==> src/rtl/seg_count_display.sv <==
// Free-running BCD up/down counter with a multiplexed active-low 7-segment scanner.
// Counting, clear and load share one tick divider; the scanner runs independently.
module seg_count_display #(
  parameter int NDIG     = 6,
  parameter int TICK_DIV = 50_000_000,
  parameter int SCAN_DIV = 50_000
) (
  input  logic              clk,
  input  logic              rst_n,
  input  logic              en,
  input  logic              dir,
  input  logic              clr,
  input  logic              load,
  input  logic [4*NDIG-1:0] load_val,
  input  logic              blank_lz,
  output logic [7:0]        seg,
  output logic [NDIG-1:0]   sel,
  output logic [4*NDIG-1:0] value,
  output logic              wrap
);

  localparam int TW = $clog2(TICK_DIV);
  localparam int SW = (SCAN_DIV > 1) ? $clog2(SCAN_DIV) : 1;
  localparam int IW = (NDIG > 1) ? $clog2(NDIG) : 1;
  localparam logic [TW-1:0] TICK_LAST = TW'(TICK_DIV - 1);
  localparam logic [SW-1:0] SCAN_LAST = SW'(SCAN_DIV - 1);
  localparam logic [IW-1:0] IDX_LAST  = IW'(NDIG - 1);

  logic [TW-1:0]      r_tick_cnt;
  logic               w_tick;
  logic [SW-1:0]      r_scan_cnt;
  logic [IW-1:0]      r_idx;
  logic [4*NDIG-1:0]  w_next;
  logic [4*NDIG-1:0]  w_load_clean;
  logic               w_carry;
  logic [NDIG-1:0]    w_lz;
  logic               w_zrun;
  logic [3:0]         w_digit;
  logic               w_blank;

  function automatic logic [7:0] seg_pat(input logic [3:0] d);
    case (d)
      4'd0:    seg_pat = 8'hC0;
      4'd1:    seg_pat = 8'hF9;
      4'd2:    seg_pat = 8'hA4;
      4'd3:    seg_pat = 8'hB0;
      4'd4:    seg_pat = 8'h99;
      4'd5:    seg_pat = 8'h92;
      4'd6:    seg_pat = 8'h82;
      4'd7:    seg_pat = 8'hF8;
      4'd8:    seg_pat = 8'h80;
      4'd9:    seg_pat = 8'h90;
      default: seg_pat = 8'hFF;
    endcase
  endfunction

  assign w_tick = en && (r_tick_cnt == TICK_LAST);

  always_ff @(posedge clk or negedge rst_n) begin
    if (!rst_n) begin
      r_tick_cnt <= '0;
    end else if (clr || load) begin
      r_tick_cnt <= '0;
    end else if (en) begin
      r_tick_cnt <= w_tick ? '0 : r_tick_cnt + 1'b1;
    end
  end

  // Ripple carry/borrow through the digits; a carry out of the top digit is the wrap.
  always_comb begin
    w_next       = value;
    w_load_clean = '0;
    w_carry      = 1'b1;
    for (int unsigned i = 0; i < NDIG; i++) begin
      w_load_clean[4*i +: 4] = (load_val[4*i +: 4] > 4'd9) ? 4'd0 : load_val[4*i +: 4];
      if (w_carry) begin
        if (!dir) begin
          if (value[4*i +: 4] == 4'd9) begin
            w_next[4*i +: 4] = 4'd0;
          end else begin
            w_next[4*i +: 4] = value[4*i +: 4] + 4'd1;
            w_carry          = 1'b0;
          end
        end else begin
          if (value[4*i +: 4] == 4'd0) begin
            w_next[4*i +: 4] = 4'd9;
          end else begin
            w_next[4*i +: 4] = value[4*i +: 4] - 4'd1;
            w_carry          = 1'b0;
          end
        end
      end
    end
  end

  always_ff @(posedge clk or negedge rst_n) begin
    if (!rst_n) begin
      value <= '0;
      wrap  <= 1'b0;
    end else begin
      wrap <= 1'b0;
      if (clr) begin
        value <= '0;
      end else if (load) begin
        value <= w_load_clean;
      end else if (w_tick) begin
        value <= w_next;
        wrap  <= w_carry;
      end
    end
  end

  always_ff @(posedge clk or negedge rst_n) begin
    if (!rst_n) begin
      r_scan_cnt <= '0;
      r_idx      <= '0;
    end else if (r_scan_cnt == SCAN_LAST) begin
      r_scan_cnt <= '0;
      r_idx      <= (r_idx == IDX_LAST) ? '0 : r_idx + 1'b1;
    end else begin
      r_scan_cnt <= r_scan_cnt + 1'b1;
    end
  end

  // w_lz[i] is set when digit i and every digit above it are zero.
  always_comb begin
    w_lz    = '0;
    w_zrun  = 1'b1;
    w_digit = '0;
    w_blank = 1'b0;
    for (int unsigned i = 0; i < NDIG; i++) begin
      w_zrun = w_zrun && (value[4*(NDIG-1-i) +: 4] == 4'd0);
      w_lz[NDIG-1-i] = w_zrun;
    end
    for (int unsigned i = 0; i < NDIG; i++) begin
      if (IW'(i) == r_idx) begin
        w_digit = value[4*i +: 4];
        w_blank = blank_lz && (i != 0) && w_lz[i];
      end
    end
  end

  always_ff @(posedge clk or negedge rst_n) begin
    if (!rst_n) begin
      seg <= 8'hFF;
      sel <= '1;
    end else begin
      seg <= w_blank ? 8'hFF : seg_pat(w_digit);
      sel <= ~(NDIG'(1) << r_idx);
    end
  end

endmodule

==> config.mk <==
export PLATFORM = sky130hd
export DESIGN_NAME = seg_count_display
export DESIGN_NICKNAME = d
export VERILOG_FILES = /design/src/rtl/seg_count_display.sv
export SDC_FILE = /design/constraint.sdc
export NUM_CORES = 1
export LEC_CHECK = 0
export CAP_MARGIN = 20
export CORE_ASPECT_RATIO = 1.2
export CORE_UTILIZATION = 48
export DETAILED_ROUTE_END_ITERATION = 8
export PLACE_DENSITY_LB_ADDON = 0.2
export SYNTH_ARGS = -nofsm -noshare
export SYNTH_HDL_FRONTEND = slang
export SYNTH_SLANG_ARGS = --single-unit
==> constraint.sdc <==
create_clock -name clk -period 3.1 [get_ports clk]
set_input_delay 0.465 -clock clk [delete_from_list [all_inputs] [get_ports clk]]
set_output_delay 0.465 -clock clk [all_outputs]
set_load 0.01 [all_outputs]
# After elaboration in Yosys (flattened, before gate mapping)
# Memories as Yosys holds them, arrays and structs flattened.
# Cells that the tools add are included.
# classes
shifts	1
reduce_logical	30
n_eq_ne	14
n_bitwise	1
mux	75
addsub	15
n_lt_le_gt_ge	6
# op_table
op	count
4-bit two-way mux	35
26-bit two-way mux	3
24-bit two-way mux	3
1-bit two-way mux	31
26-bit by 1-bit adder with 26-bit output, second input constant	1
26-bit equality test, second input constant	1
4-bit by 1-bit adder with 4-bit output, second input constant	6
4-bit equality test, second input constant	6
4-bit > comparator, second input constant	6
4-bit logical NOT	6
4-bit by 1-bit subtractor with 4-bit output, second input constant	6
3-bit nonzero test	6
16-bit by 1-bit adder with 16-bit output, second input constant	1
16-bit equality test, second input constant	1
16-bit two-way mux	1
1-bit logical AND	10
2-bit AND reduction	5
8-bit two-way mux	1
2-bit by 3-bit equality test with 1-bit output, first input constant	2
3-bit equality test, first input constant	2
6-bit inverter	1
1-bit by 3-bit << shifter with 6-bit output, first input constant	1
3-bit by 1-bit adder with 3-bit output, second input constant	1
1-bit by 3-bit equality test with 1-bit output, first input constant	1
other kinds (5)	5
# word_totals
n_memories	1
rom_bits	112
regBits	84
# memory_table
name	depth	word_bits	rd	rd_clocked_by_memory_dff	wr	line_no	text
(no name shown)	16	7	1	0	0	42	case (d)

# Logic depth before layout (Yosys ltp)
# Gate-level depths: netlist of the first run.
# depth
ltp_word	12
depth_mapped	12
depth_no_buf	9

# Worst setup path after synthesis of the first run
# No wires, ideal clock.
# synth_timing
kind	reg-to-reg
startpoint	reg r_idx[0]
endpoint	reg seg[0]
setup_ps	94
path_stages_with_launch	12
slack_ps	166
arrival_ps	2840
path_buffers	3
path_cell_list	dfrtp_1 > buf_4 > clkbuf_1 > and2_1 > ha_1 > or2_2 > a221o_1 > and2_0 > clkbuf_1 > ha_1 > o31ai_1 > or4b_1
# synth_between
elab_chain_cells	9
# synth_lines
element	line_no	text
start, declared	32	logic [IW-1:0] r_idx;
start signal, assigned	119	r_idx <= (r_idx == IDX_LAST) ? '0 : r_idx + 1'b1;
3-bit logical NOT	136	if (IW'(i) == r_idx) begin
4-bit two-way mux (6 in series)	136	
memory 16 x 7 bit	-	
8-bit two-way mux (*)	148	seg <= w_blank ? 8'hFF : seg_pat(w_digit);
end signal, assigned	148	
end, declared	16	output logic [7:0] seg,
# Every way passes the cells marked *; elsewhere a longest branch is shown, timed or not.
# A chain may end at the register's enable or synchronous reset.

# Worst setup path in the final report of the first run
# layout_timing
startpoint	reg r_idx[2]
endpoint	reg seg[0]
# Same word-level chain as after synthesis.

==> results.py, run 1 <==
metrics = {
    "cts": {
        "post_cts_buffers": 0,
        "cts.htree.levels": 3,
        "clock_path_buffers": 2,
        "cts_hold_buffers": 0,
        "clk_latency_ns": 0.34,
        "cts_tree": "built",
        "cts_buffers": 9,
        "root_buffer": "clkbuf_16",
        "cts_resized": 0,
        "clkSlewWorstSetupHoldPaths_ns": 0.06,
        "cts_sinks": 83,
    },
    "timing": {
        "rsz0062_at_grt": "false",
        "drv_slew": 0,
        "clock_skew_ns": 0.006875,
        "worstMarginPinSlew_ns": 0.8688,
        "tns_ns": 0,
        "finalSetupViolations": 0,
        "slew_headroom_pct": 42.08,
        "period_needed_ns": 2.697,
        "min_period_over_period_pct": 86.99,
        "final_hold_viol_count": 0,
        "finalWorstSetupSlack_ns": 0.4032,
        "max_freq_mhz": 370.8,
    },
    "logic_synthesis": {
        "syn_inst": 660,
        "synth_edf_count": 0,
        "yosysSeqAreaShare_pct": 34.96,
        "syn-cell-area_sq_um": 5987,
        "ys_async_sr_fraction_pct": 100.0,
        "synthTopCellsByArea": "dfrtp_1 29%, dfstp_2 5.7%, ha_1 5.2%",
        "yosys.area.top_type": "dfrtp_1",
        "synth-seq-cells": 83,
        "ys.warnings.count": 0,
        "netlist.area_leader.share_pct": 29.26,
        "yosysMostFrequentCell": "dfrtp_1",
        "synth.distinct_cells": 85,
        "syn_area_per_cell_sq_um": 9.071,
        "syn_nets": 716,
        "ys.flop_type": "dfrtp_1",
        "ys_top_cells_by_count": "70 x dfrtp_1, 56 x nor2_1, 44 x nand2_1",
    },
    "detailed_routing": {
        "wl_per_cell_microns": 18.61,
        "route.detailed.vias_per_inst": 6.188,
        "drtIter0Drc": 427,
        "wirelength_mm": 16.60,
        "drtPass1Iterations": 5,
        "vias": 5520,
        "drc": 0,
        "detail-route-antenna-nets": 0,
    },
    "power_and_ir_drop": {
        "finalPower_mw": 3.004,
        "ir_worst_vdd_mv": 0.2965,
        "p_leak_nw": 2.934,
        "powerDensity_nw_per_um2": 414.7,
    },
    "die": {
        "core.rowCount": 44,
        "boundaryPins": 70,
        "die_w_microns": 104.0,
        "core_area_sq_um": 12110,
        "design.die.area_sq_um": 12930,
        "initial_utilization_pct": 49.43,
        "dieHeight_microns": 124.3,
    },
    "setup_path": {
        "crit_path_max_fanout": 9,
        "worstPathArrival_ns": 2.95,
        "setup.worst_path.class": "reg -> reg",
        "crit_required_ns": 3.36,
        "crit_path_start_kind": "register",
        "cp-end-kind": "register",
    },
    "job": {
        "drv_cap": 0,
    },
    "place": {
        "dp_hpwl_mm": 12.14,
        "io_buffers": 68,
        "gp_congestion": 0.9501,
        "dp_slack_ns": 0.4291,
    },
    "grt": {
        "antenna_found_initial": 0,
        "overflow": 0,
        "gr-usage-all-layers_pct": 26.08,
        "grt_pass1_vias": 5476,
        "grt_pass1_wl_mm": 26.94,
        "grt_max_degree": 84,
    },
    "finish": {
        "synthToLayoutAreaGrowth_pct": 21.00,
        "antenna_cells": 0,
        "fillers": 1061,
        "nets": 782,
        "final_layout_size_suffix_gt1_share_pct": 12.45,
    },
    "outcome": {
        "outcome": "finished, final reports clean",
    },
    "hold_path": {
        "hold_class": "in -> async",
    },
}
## metal layers
| metal | part of all wire, % | vias to the layer above | track usage (%) |
|---|---|---|---|
| met2 | 52 | 193 | 45.84 |
| met3 | 4.8 | 43 | 4.029 |
| met5 | 0 | - | 0 |
| met4 | 3.4 | 0 | 13.70 |
| li1 | - | 2561 | - |
| met1 | 40 | 2723 | 30.46 |
## path summary, 6_finish.rpt
kind / from / end / slack [ns] / depth (start not counted)
setup / recovery: r_idx[2]$_DFFE_PN0N_ / seg[0]$_DFF_PN1_ / 0.40 / 9
hold / removal: rst_n / r_tick_cnt[4]$_DFFE_PN0P_ / 0.09 / 1
setup reg to reg: r_idx[2]$_DFFE_PN0N_ / seg[0]$_DFF_PN1_ / 0.40 / 9
hold reg to reg: r_scan_cnt[0]$_DFF_PN0_ / r_scan_cnt[0]$_DFF_PN0_ / 0.49 / 1
max in group asynchronous: rst_n / seg[3]$_DFF_PN1_ / 2.33 / 2
min in group clk: r_scan_cnt[0]$_DFF_PN0_ / r_scan_cnt[0]$_DFF_PN0_ / 0.49 / 1
## flip-flops by register name (all words and copies together) (netlist names)
signal      flops
r_tick_cnt     26
value          24
r_scan_cnt     16
seg             7
sel             6
r_idx           3
wrap            1
## power breakdown
part	leakage (nW)	internal [mW]	switching, mW
clock	0.169	0.811	0.457
combinational	1.68	0.270	0.267
sequential	1.08	1.13	0.0742
total	2.93	2.21	0.798
## kinds of logic after synthesis
| family | synth area share (%) |
|---|---|
| buf+inv | 4.514 |
| fa+ha+maj | 5.225 |
| flops | 34.96 |
| xor+xnor | 4.681 |
| compound gates | 18.04 |
| mux | 6.855 |
| other cells | 0.06264 |
| simple gates | 25.66 |
## cell usage in the layout (no fill, tap or decap), types with 11 or more instances in the layout
cell | netlist | routed
nand3_1 | 31 | 31
inv_1 | 29 | 29
nor2_1 | 56 | 56
clkdlybuf4s50_1 | 0 | 67
o21ai_0 | 32 | 32
a21oi_1 | 36 | 36
buf_4 | 2 | 22
nand3b_1 | 14 | 14
mux2i_1 | 14 | 14
dfrtp_1 | 70 | 70
nor3_1 | 11 | 11
xnor2_1 | 17 | 17
dfstp_2 | 13 | 13
xor2_1 | 15 | 15
and3_1 | 14 | 14
ha_1 | 25 | 25
nand2_1 | 44 | 44
## critical path, cell delays in order (launching register included)
cell and delay, ns:
dfrtp_1 0.45, inv_1 0.11, ha_1 0.23, or2_2 0.32
a221oi_1 0.23, a311o_1 0.26, inv_1 0.11, ha_1 0.21
o31ai_1 0.24, or4b_1 0.45
## per-stage QoR
stage | util, % | cell area [sq um] | std cells | hold WS (ns)
2_1_floorplan | - | 5987 | 660 | 0.1694
3_3_place_gp | 56.69 | 6867 | 875 | 0.4625
3_5_place_dp | 56.69 | 6867 | 875 | 0.4758
4_1_cts | 59.59 | 7217 | 891 | 0.3620
5_1_grt | 59.81 | 7244 | 892 | 0.1238
6_report | 59.81 | 7244 | 892 | 0.09017
## area by class of cell
cell class	count	area, sq um	area share, %
inverters	30	112.6	1.554
flip-flops and latches	83	2093	28.89
clock inverters	6	111.4	1.537
repair buffers	90	863.3	11.92
clock buffers	10	239.0	3.299
well taps	161	201.4	2.781
multi-input cells	512	3623	50.02
Note: power is estimated with default switching activity, not from simulation.
==> run 2, diff against run 1 <==
Settings changed: CELL_PAD_IN_SITES_DETAIL_PLACEMENT from default to 0, CELL_PAD_IN_SITES_GLOBAL_PLACEMENT from default to 2, CORE_UTILIZATION 48 to 32.
==> results.py, run 2 (synthesized netlist as in run 1, its figures left out) <==
metrics = {
    "finish": {
        "layout_commonest_cell": "dfrtp_1",
        "antenna_cells": 0,
        "nets": 783,
        "final_cell_mix": "70 x dfrtp_1, 67 x clkdlybuf4s50_1, 56 x nor2_1",
        "top_register": "r_tick_cnt",
        "stdcell_count": 956,
        "final_layout_size_suffix_gt1_share_pct": 12.57,
        "largest_reg_flops": 26,
        "fillers": 1835,
        "synthToLayoutAreaGrowth_pct": 22.53,
        "largestRegisters": "r_tick_cnt (26), value (24), r_scan_cnt (16)",
    },
    "detailed_routing": {
        "detail-route-antenna-nets": 0,
        "route.detailed.vias_per_inst": 5.582,
        "drc": 0,
        "wirelength_mm": 17.83,
        "vias": 5336,
        "drtPass1Iterations": 5,
        "wl_per_cell_microns": 18.65,
        "drtIter0Drc": 303,
    },
    "setup_path": {
        "path_cells": "inv_1 > ha_1 > or2_2 > a221oi_1 > a311o_1 > inv_1 > ha_1 > o31ai_1 > or4b_1",
        "crit_buf_inv": 2,
        "slowest_stage": "dfrtp_1",
        "cp_slowest_stage_delay_ns": 0.46,
        "cp_top_family": "simple AND/OR/NAND/NOR gates",
        "worstPathArrival_ns": 2.95,
        "crit_path_start_kind": "register",
        "r2r_slack_ns": 0.42,
        "cp-end-kind": "register",
        "crit_required_ns": 3.37,
        "setup.worst_path.class": "reg -> reg",
        "crit_path_max_fanout": 9,
    },
    "cts": {
        "post_cts_buffers": 0,
        "root_buffer": "clkbuf_16",
        "cts_tree": "built",
        "cts.htree.levels": 3,
        "clkSlewWorstSetupHoldPaths_ns": 0.07,
        "cts_hold_buffers": 0,
        "cts_sinks": 83,
        "clk_latency_ns": 0.35,
        "clock_path_buffers": 2,
        "cts_resized": 0,
        "cts_buffers": 9,
    },
    "die": {
        "die_w_microns": 126.9,
        "boundaryPins": 70,
        "design.die.area_sq_um": 19260,
        "initial_utilization_pct": 32.82,
        "dieHeight_microns": 151.8,
        "core_area_sq_um": 18240,
        "core.rowCount": 54,
    },
    "grt": {
        "antenna_found_initial": 0,
        "grt_max_degree": 84,
        "gr-usage-all-layers_pct": 19.22,
        "overflow": 0,
        "grt_pass1_wl_mm": 29.08,
        "grt_pass1_vias": 5451,
    },
    "power_and_ir_drop": {
        "p_leak_nw": 2.943,
        "powerDensity_nw_per_um2": 412.1,
        "ir_worst_vdd_mv": 0.3067,
    },
    "timing": {
        "period_needed_ns": 2.683,
        "worstMarginPinSlew_ns": 0.9086,
        "clock_skew_ns": 0.01085,
        "final_hold_viol_count": 0,
        "min_period_over_period_pct": 86.55,
        "slew_headroom_pct": 39.43,
        "rsz0062_at_grt": "false",
        "finalSetupViolations": 0,
        "drv_slew": 0,
        "tns_ns": 0,
        "max_freq_mhz": 372.7,
    },
    "place": {
        "gp_congestion": 0.8106,
        "dp_hpwl_mm": 13.14,
        "placed_cells": 940,
        "io_buffers": 68,
    },
    "job": {
        "drv_cap": 0,
    },
    "hold_path": {
        "hold_class": "in -> async",
    },
    "outcome": {
        "outcome": "finished, final reports clean",
    },
}
==> run 2: worst paths after layout <==
| check | start | cells after the start | endpoint |
|---|---|---|---|
| max | r_idx[2]$_DFFE_PN0N_ | 9 | seg[0]$_DFF_PN1_ |
| min | rst_n | 2 | r_tick_cnt[13]$_DFFE_PN0P_ |
| max reg2reg | r_idx[2]$_DFFE_PN0N_ | 9 | seg[0]$_DFF_PN1_ |
| min reg2reg | r_scan_cnt[0]$_DFF_PN0_ | 1 | r_scan_cnt[0]$_DFF_PN0_ |
| max in group asynchronous | rst_n | 2 | sel[4]$_DFF_PN1_ |
| min in group clk | r_scan_cnt[0]$_DFF_PN0_ | 1 | r_scan_cnt[0]$_DFF_PN0_ |
==> run 2: final cells by class <==
cell class,instances,area (sq um),share of cell area (%)
sequential,83,2093,28.53
inverter,30,112.6,1.535
tap,224,280.3,3.821
timing repair buffer,91,875.8,11.94
clock inverter,6,111.4,1.518
multi-input combinational,512,3623,49.39
clock buffer,10,239.0,3.258
==> run 2: where the power goes <==
part / switching [mW] / internal, mW / total [mW]
Combinational: 0.276 / 0.272 / 0.548
Sequential: 0.0692 / 1.12 / 1.19
Clock: 0.470 / 0.811 / 1.28
==> run 2: per-stage QoR <==
stage | hold WS, ns | utilization [%] | total power [mW] | worst slack (ns) | cell area [sq um]
after floorplan | 0.1694 | - | 1.507 | 0.1655 | 5987
after global placement | 0.4625 | 38.29 | 1.759 | 0.4278 | 6985
after detailed placement | 0.4768 | 38.29 | 1.765 | 0.3913 | 6985
after CTS | 0.1632 | 40.21 | 3.062 | 0.3987 | 7336
after global routing | 0.1740 | 40.21 | 3.154 | 0.2131 | 7336
final | 0.1356 | 40.21 | 3.023 | 0.4170 | 7336
==> run 2: layer usage <==
| metal | vias up | GRT usage [%] | routed length (microns) |
|---|---|---|---|
| met2 | 111 | 33.10 | 8863 |
| met3 | 19 | 2.113 | 538 |
| met5 | - | 0 | 0 |
| met1 | 2644 | 24.86 | 8100 |
| met4 | 0 | 6.576 | 327 |
| li1 | 2562 | - | - |
==> run 3, diff against run 2 <==
Settings changed: SETUP_SLACK_MARGIN from default to 0.1, SLEW_MARGIN from default to 5.
==> results of run 3 <==
Final layout, timing and power as in run 2 (identical DEF).
